--- src/rtl/execute_div.sv ---
// execute_div -- iterative 32-bit integer divider for the execute stage.
//
// One radix-2 restoring step resolves one quotient bit per cycle. Signed
// commands divide operand magnitudes and fix the signs up afterwards.
//
// Ports
//   iCLOCK       in   clock, all state changes on the rising edge
//   iRESET_SYNC  in   synchronous active-high reset
//   iFLUSH       in   abort the operation in progress, return to idle
//   iVALID       in   request valid
//   oBUSY        out  request not accepted while high (low only in idle)
//   iCMD[1:0]    in   0=UDIV 1=UMOD 2=DIV(signed) 3=MOD(signed)
//   iDATA_0[31:0]in   dividend
//   iDATA_1[31:0]in   divisor
//   oVALID       out  result valid
//   iBUSY        in   downstream stall, result held while high
//   oDATA[31:0]  out  quotient or remainder
//   oFLAGS[4:0]  out  {sf, of, cf, pf, zf}
module execute_div #(
    parameter int P_ITER = 32
) (
    input  logic        iCLOCK,
    input  logic        iRESET_SYNC,
    input  logic        iFLUSH,
    input  logic        iVALID,
    output logic        oBUSY,
    input  logic [1:0]  iCMD,
    input  logic [31:0] iDATA_0,
    input  logic [31:0] iDATA_1,
    output logic        oVALID,
    input  logic        iBUSY,
    output logic [31:0] oDATA,
    output logic [4:0]  oFLAGS
);

    typedef enum logic [1:0] {
        IDLE = 2'd0,
        CALC = 2'd1,
        FIX  = 2'd2,
        DONE = 2'd3
    } state_t;

    // Count value of the last restoring step; count 0 is the divide-by-zero check.
    localparam logic [5:0] LAST_STEP = 6'(P_ITER);

    state_t      state_q, state_d;
    logic [5:0]  cnt_q, cnt_d;
    logic [1:0]  cmd_q, cmd_d;
    logic [31:0] raw_dividend_q, raw_dividend_d;
    logic [31:0] divisor_q, divisor_d;
    logic [31:0] quo_q, quo_d;
    logic [31:0] rem_q, rem_d;
    logic        quo_neg_q, quo_neg_d;
    logic        rem_neg_q, rem_neg_d;
    logic        ovf_q, ovf_d;
    logic        valid_q, valid_d;
    logic        busy_q, busy_d;
    logic [31:0] data_q, data_d;
    logic [4:0]  flags_q, flags_d;

    logic [32:0] shifted_s;
    logic        fits_s;
    logic [31:0] trial_rem_s;
    logic [31:0] quo_fix_s;
    logic [31:0] rem_fix_s;
    logic [31:0] result_s;
    logic [31:0] div0_result_s;

    // Condition flags derived from the result word.
    function automatic logic [4:0] make_flags(input logic [31:0] data, input logic of);
        return {data[31], of, 1'b0, data[0], (data == 32'd0)};
    endfunction

    // Restoring step: bring the next dividend bit into the partial remainder and trial-subtract.
    always_comb begin
        shifted_s   = {rem_q, quo_q[31]};
        fits_s      = (shifted_s >= {1'b0, divisor_q});
        // The remainder stays below the divisor, so the low 32 bits hold the exact difference.
        trial_rem_s = shifted_s[31:0] - divisor_q;
    end

    // Sign correction and quotient/remainder selection.
    always_comb begin
        quo_fix_s     = quo_neg_q ? (32'd0 - quo_q) : quo_q;
        rem_fix_s     = rem_neg_q ? (32'd0 - rem_q) : rem_q;
        result_s      = cmd_q[0] ? rem_fix_s : quo_fix_s;
        div0_result_s = cmd_q[0] ? raw_dividend_q : 32'hFFFF_FFFF;
    end

    // Next-state and datapath control.
    always_comb begin
        state_d        = state_q;
        cnt_d          = cnt_q;
        cmd_d          = cmd_q;
        raw_dividend_d = raw_dividend_q;
        divisor_d      = divisor_q;
        quo_d          = quo_q;
        rem_d          = rem_q;
        quo_neg_d      = quo_neg_q;
        rem_neg_d      = rem_neg_q;
        ovf_d          = ovf_q;
        valid_d        = valid_q;
        data_d         = data_q;
        flags_d        = flags_q;

        if (iFLUSH) begin
            state_d = IDLE;
            valid_d = 1'b0;
        end else begin
            case (state_q)
                IDLE: begin
                    if (iVALID) begin
                        state_d        = CALC;
                        cnt_d          = 6'd0;
                        cmd_d          = iCMD;
                        raw_dividend_d = iDATA_0;
                        divisor_d      = (iCMD[1] && iDATA_1[31]) ? (32'd0 - iDATA_1) : iDATA_1;
                        quo_d          = (iCMD[1] && iDATA_0[31]) ? (32'd0 - iDATA_0) : iDATA_0;
                        rem_d          = 32'd0;
                        quo_neg_d      = iCMD[1] && (iDATA_0[31] ^ iDATA_1[31]);
                        rem_neg_d      = iCMD[1] && iDATA_0[31];
                        ovf_d          = iCMD[1] && (iDATA_0 == 32'h8000_0000)
                                                 && (iDATA_1 == 32'hFFFF_FFFF);
                    end else begin
                        state_d = IDLE;
                    end
                end
                CALC: begin
                    if (cnt_q == 6'd0) begin
                        // First CALC cycle only screens for a zero divisor.
                        if (divisor_q == 32'd0) begin
                            data_d  = div0_result_s;
                            flags_d = make_flags(div0_result_s, 1'b1);
                            valid_d = 1'b1;
                            state_d = DONE;
                        end else begin
                            cnt_d = 6'd1;
                        end
                    end else begin
                        rem_d = fits_s ? trial_rem_s : shifted_s[31:0];
                        quo_d = {quo_q[30:0], fits_s};
                        cnt_d = cnt_q + 6'd1;
                        if (cnt_q == LAST_STEP) begin
                            state_d = FIX;
                        end else begin
                            state_d = CALC;
                        end
                    end
                end
                FIX: begin
                    data_d  = result_s;
                    flags_d = make_flags(result_s, ovf_q);
                    valid_d = 1'b1;
                    state_d = DONE;
                end
                DONE: begin
                    if (!iBUSY) begin
                        state_d = IDLE;
                        valid_d = 1'b0;
                    end else begin
                        state_d = DONE;
                    end
                end
                default: begin
                    state_d = IDLE;
                    valid_d = 1'b0;
                end
            endcase
        end

        busy_d = (state_d != IDLE);
    end

    // State and output registers with synchronous reset.
    always_ff @(posedge iCLOCK) begin
        if (iRESET_SYNC) begin
            state_q        <= IDLE;
            cnt_q          <= 6'd0;
            cmd_q          <= 2'd0;
            raw_dividend_q <= 32'd0;
            divisor_q      <= 32'd0;
            quo_q          <= 32'd0;
            rem_q          <= 32'd0;
            quo_neg_q      <= 1'b0;
            rem_neg_q      <= 1'b0;
            ovf_q          <= 1'b0;
            valid_q        <= 1'b0;
            busy_q         <= 1'b0;
            data_q         <= 32'd0;
            flags_q        <= 5'd0;
        end else begin
            state_q        <= state_d;
            cnt_q          <= cnt_d;
            cmd_q          <= cmd_d;
            raw_dividend_q <= raw_dividend_d;
            divisor_q      <= divisor_d;
            quo_q          <= quo_d;
            rem_q          <= rem_d;
            quo_neg_q      <= quo_neg_d;
            rem_neg_q      <= rem_neg_d;
            ovf_q          <= ovf_d;
            valid_q        <= valid_d;
            busy_q         <= busy_d;
            data_q         <= data_d;
            flags_q        <= flags_d;
        end
    end

    assign oBUSY  = busy_q;
    assign oVALID = valid_q;
    assign oDATA  = data_q;
    assign oFLAGS = flags_q;

endmodule

--- config.mk ---
export PLATFORM = sky130hd
export DESIGN_NAME = execute_div
export DESIGN_NICKNAME = d
export VERILOG_FILES = /design/src/rtl/execute_div.sv
export SDC_FILE = /design/constraint.sdc
export NUM_CORES = 1
export LEC_CHECK = 0
export CORE_MARGIN = 2
export CORE_UTILIZATION = 53
export DETAILED_ROUTE_END_ITERATION = 8
export PLACE_DENSITY = 0.88
export SLEW_MARGIN = 20
export SYNTH_ARGS = -nofsm -noshare
export SYNTH_HDL_FRONTEND = slang
export SYNTH_SLANG_ARGS = --single-unit
--- constraint.sdc ---
create_clock -name iCLOCK -period 3 [get_ports iCLOCK]
set_input_delay 0.6 -clock iCLOCK [delete_from_list [all_inputs] [get_ports iCLOCK]]
set_output_delay 0.6 -clock iCLOCK [all_outputs]
set_load 0.02 [all_outputs]
Word level (Yosys, flattened, before mapping). Index checks and enable logic that the tools add are counted.

Equality and inequality tests: 12. Magnitude comparators: 1. Bitwise gates (word level): 2. Reduce and logical (&&, ||, !) cells: 20. $add $sub $neg: 6. Muxes and demuxes: 34.

Operators by type and width (number): $mux 32 (13); $pmux 32 s2 (3); $sub 1x32->32 const A (4); $logic_not 32->1 (3); $eq 32x32->1 const B (2); $ge 33x32->1 (1); $sub 32x32->32 (1); $mux 6 (3); $reduce_and 4->1 (4); $pmux 6 s2 (1); $mux 2 (5); $mux 5 (2); $ne 2x2->1 const B (5); $pmux 5 s2 (1); $pmux 2 s4 (1); $add 6x1->6 const B (1); $eq 6x6->1 const B (1); $logic_not 6->1 (1); $reduce_bool 2->1 (3); $logic_and 1x1->1 (5); $eq 2x2->1 const B (2); $mux 1 (4); $ne 3x3->1 const B (1); $pmux 1 s3 (1); other kinds (7) (7).

Register bits after elaboration: 179. Input port bits: 71.

Longest topological paths before layout.
Word-level depth: 6. Mapped depth: 13. Gate-level depth less buffers: 13.

Worst setup path before layout. OpenSTA, ideal clock, no wires.

Kind: register to register. Start: register divisor_q[3]. End: register quo_q[0]. Period minus slack after synthesis: 3.226 ns. Path slack: -0.226 ns. Data arrival time: 3.094 ns. Data required time: 2.868 ns. Cell stages (with the launch flop): 13. Cell sequence: dfxtp_1 > inv_1 > ha_1 > a21o_1 > a21oi_1 > a21boi_0 > o31ai_1 > a21oi_1 > a2111oi_0 > o21ai_1 > clkbuf_1 > o211ai_1 > a21oi_1.

Cells in the longest elaborated chain, start to end: 3.

RTL lines: start, declared (RTL line 50) `logic [31:0] divisor_q, divisor_d;`; start signal, assigned (RTL line 196) `divisor_q <= divisor_d;`; $ge 33x32->1 (RTL line 77) `fits_s = (shifted_s >= {1'b0, divisor_q});`; $mux 32 (RTL line 129) `if (cnt_q == 6'd0) begin`; $pmux 32 s2 (RTL line 110) `case (state_q)`; end signal, assigned (RTL line 197) `quo_q <= quo_d;`; end, declared (RTL line 51) `logic [31:0] quo_q, quo_d;`.

No other way between the ends. The select of a mux whose other input is x is not followed. A chain may end at the register's enable or synchronous reset.

Worst setup path after layout.
Start: register rem_q[17]. End: register flags_q[0] (netlist: oFLAGS[0]).

Cells in the longest elaborated chain, start to end: 5.

RTL lines: start, declared (RTL line 52) `logic [31:0] rem_q, rem_d;`; start signal, assigned (RTL line 198) `rem_q <= rem_d;`; $sub 1x32->32 (RTL line 85) `rem_fix_s = rem_neg_q ? (32'd0 - rem_q) : rem_q;`; $mux 32 (*) (RTL line 85); $mux 32 (*) (RTL line 86) `result_s = cmd_q[0] ? rem_fix_s : quo_fix_s;`; $logic_not 32->1 (*) (RTL line 71) `return {data[31], of, 1'b0, data[0], (data == 32'd0)};`; $pmux 5 s2 (*) (RTL line 110); end signal, assigned (RTL line 205) `flags_q <= flags_d;`; end, declared (RTL line 59) `logic [4:0] flags_q, flags_d;`.

Every way passes the cells marked *; elsewhere a longest branch is shown, timed or not.

==> flow_summary.toml <==
[synthesis]
synthAdderAreaFrac = 0.0412
netlist_instances = 1637
ys_seq_area_frac = 0.286
synth_cell_type_count = 74
yosysWarnings = 0
synth_area_um2 = 12300
syn_nets = 1748
async_reset_ff_frac = 0
synth-edff-count = 0
synth-simple-area-share = 0.230
synth_compound_area_frac = 0.260
synth_top_family_by_area = "compound AO/OA/AOI/OAI gates"
ys_ff_latch = 176
yosys-top-cells-area = "dfxtp_1 (29%), a21oi_1 (6.5%), nand2_1 (5.9%), xor2_1 (5.1%), nor2_1 (4.4%)"
synth_xor_area_frac = 0.0939
syn-mean-instance-area_um2 = 7.52
yosysTopAreaCell = "dfxtp_1"
netlist.area_leader.share = 0.286
yosys-mux-area-fraction = 0.0336
ys_dominant_reg_cell = "dfxtp_1"

[sta]
final.setup.worst_slack_ns = -0.286
clock_skew_ns = 0.0110
slew_headroom = 0.397
setup_viol_count_final = 3
max_clock_freq_mhz = 304
rsz0062_at_grt = "true"
slew_violations = 0
holdWs_ns = 0.450
timing_hold_violations_final = 0
worst_slew_pin_slew_ns = 0.903
min_period_over_period = 1.10
period_needed_ns = 3.29
tns_ns = -0.306

[setup_path]
timing.rr.end = "oFLAGS[0]$_SDFFE_PP0P_"
setup.worst_path.start_class = "flip-flop"
cp_data_required_time_ns = 3.39
end_kind = "flip-flop"
path_max_fanout = 3
r2r-start = "rem_q[17]$_SDFFE_PP0P_"
crit_type = "reg2reg"
reg2reg_depth = 9
reg2reg_setup_slack_ns = -0.29
cp.arrival_ns = 3.67

[clock_network]
h-tree-depth = 4
ctsLongestPathBuffers = 2
clock_latency_ns = 0.45
cts_tree = "built"
cts.sinks = 176
cts_buffers = 17
clkSlewWorstSetupHoldPaths_ns = 0.07
cts_root_buf = "clkbuf_16"

[worst_hold_path]
hold_end = "oDATA[23]$_SDFFE_PP0P_"
worstHoldStart = "oDATA[23]$_SDFFE_PP0P_"
hold_path.class = "reg2reg"
min_path_cells = 2

[die]
die_w_um = 156
core_area_um2 = 22700
start_util = 0.542
die_y_um = 156
dieArea_um2 = 24500
row_count = 55
io_pins = 110

[route]
first_iter_violations = 1527
num_vias = 14000
vias_per_cell = 6.52
finalWirelength_um = 43700
ant_nets = 0
drc = 0
wl_per_cell_um = 20.3
first_pass_iters = 6

[finish]
layout_common_cells = "nand2_1 (191), buf_4 (188), dfxtp_1 (168)"
area_delta_synth_final_pct = 29.4
multi_input_area_um2 = 8460
mostFrequentLayoutCell = "nand2_1"
finish.net_count = 1962
fill_cells = 1684
regArea_um2 = 3530
drive_gt1_frac = 0.168
diodes = 0

[global_routing]
grt-ovfl-total = 0
grt_first_pass_wirelength_um = 64500
antenna_found_initial = 0
grt_util_all_layers = 0.332
grt_pass1_vias = 12400
grt_max_degree = 86

[placed_design]
portBuffers = 108
routabilityCongestion = 1.02
dp.final_hpwl_um = 31100

[run]
maxCapViolCount = 0

[run_status]
status = "finished with violations"
violations = "negative setup slack"

[power]
power_density_nw_per_um2 = 405
p_leak_nw = 6.19
vdd_drop_max_v = 0.000380
synthesized netlist by cell type (all sizes together), types with 29 or more instances:
library cell and instances:
o211ai 40, o31ai 29, mux2i 38, nand2 192, o21ai 96, a21oi 160
nor2 143, xor2 72, a211oi 57, inv 59, xnor2 60, clkbuf 97
nand3 31, dfxtp 176, ha 39
layer usage:
metal | up-vias | track usage | share of wire
met4 | 0 | 0.125 | 0.041
met2 | 937 | 0.521 | 0.44
li1 | 6365 | - | -
met5 | - | 0 | 0
met1 | 6523 | 0.450 | 0.40
met3 | 179 | 0.0656 | 0.11
through the flow:
stage	util	cells	area, µm²	setup slack (ns)	total power [mW]
floorplan	-	1637	12300	0.0170	3.37
global placement	0.652	2100	14800	-0.132	3.94
detailed placement	0.652	2100	14800	-0.176	3.98
CTS	0.681	2134	15500	-0.102	6.28
global route	0.702	2149	15900	-0.304	6.64
finish	0.702	2149	15900	-0.286	6.45
repair_timing:
action	4_1_cts	5_1_grt
gates cloned	0	5
setup buffers	2	10
resized for setup	9	77
endpoints found under the setup margin	35	49
endpoints found under the hold margin	0	0
hold buffers	0	0
pin swaps	8	30
critical path: stages, from the launching register on:
cell and delay (ns):
dfxtp_1 0.31, or4_4 0.54, or4_1 0.43, or4_4 0.48, o31ai_4 0.20, xor2_1 0.23, mux2i_1 0.13, or3_1 0.35
nor4b_2 0.36, a31o_1 0.21
sequential cells by signal, summed over array words and instances, names as in the netlist, 2 cells and up:
name and count:
cnt_q 6, divisor_q 32, oFLAGS 3, oDATA 31, rem_q 32, raw_dividend_q 32, state_q 2, quo_q 32
cell families after synthesis:
logic type                 count (synthesis)
buffers and inverters                    174
other                                      1
AOI/OAI and AO/OA                        495
xor gates and xnor gates                 132
adders and majority gates                 40
DFF                                      176
muxes                                     41
and+or+nand+nor                          578
power breakdown:
| group | switching [mW] | internal (mW) | total (mW) |
|---|---|---|---|
| clock | 1.13 | 1.21 | 2.34 |
| sequential | 0.106 | 2.42 | 2.53 |
| combinational | 0.879 | 0.700 | 1.58 |
| total | 2.12 | 4.33 | 6.45 |
how the worst max path moves through the flow:
stage | from | to | slack [ns]
after floorplan | divisor_q[3]$_SDFFE_PP0P_ | quo_q[0]$_SDFFE_PP0P_ | 0.02
after global routing | rem_q[18]$_SDFFE_PP0P_ | oFLAGS[0]$_SDFFE_PP0P_ | -0.30
after detailed placement | iDATA_0[13] | quo_q[29]$_SDFFE_PP0P_ | -0.18
after CTS | rem_q[17]$_SDFFE_PP0P_ | oFLAGS[0]$_SDFFE_PP0P_ | -0.10
final | rem_q[17]$_SDFFE_PP0P_ | oFLAGS[0]$_SDFFE_PP0P_ | -0.29
after global placement | rem_q[0]$_SDFFE_PP0P_ | oFLAGS[0]$_SDFFE_PP0P_ | -0.13
layout make-up:
| class | instances | share of cell area |
|---|---|---|
| Multi-Input combinational cell | 1287 | 0.531 |
| Sequential cell | 176 | 0.222 |
| Timing Repair Buffer | 310 | 0.172 |
| Clock buffer | 17 | 0.0267 |
| Tap cell | 285 | 0.0224 |
| Inverter | 59 | 0.0139 |
| Clock inverter | 15 | 0.0121 |
Note: power is estimated with default switching activity, not from simulation.
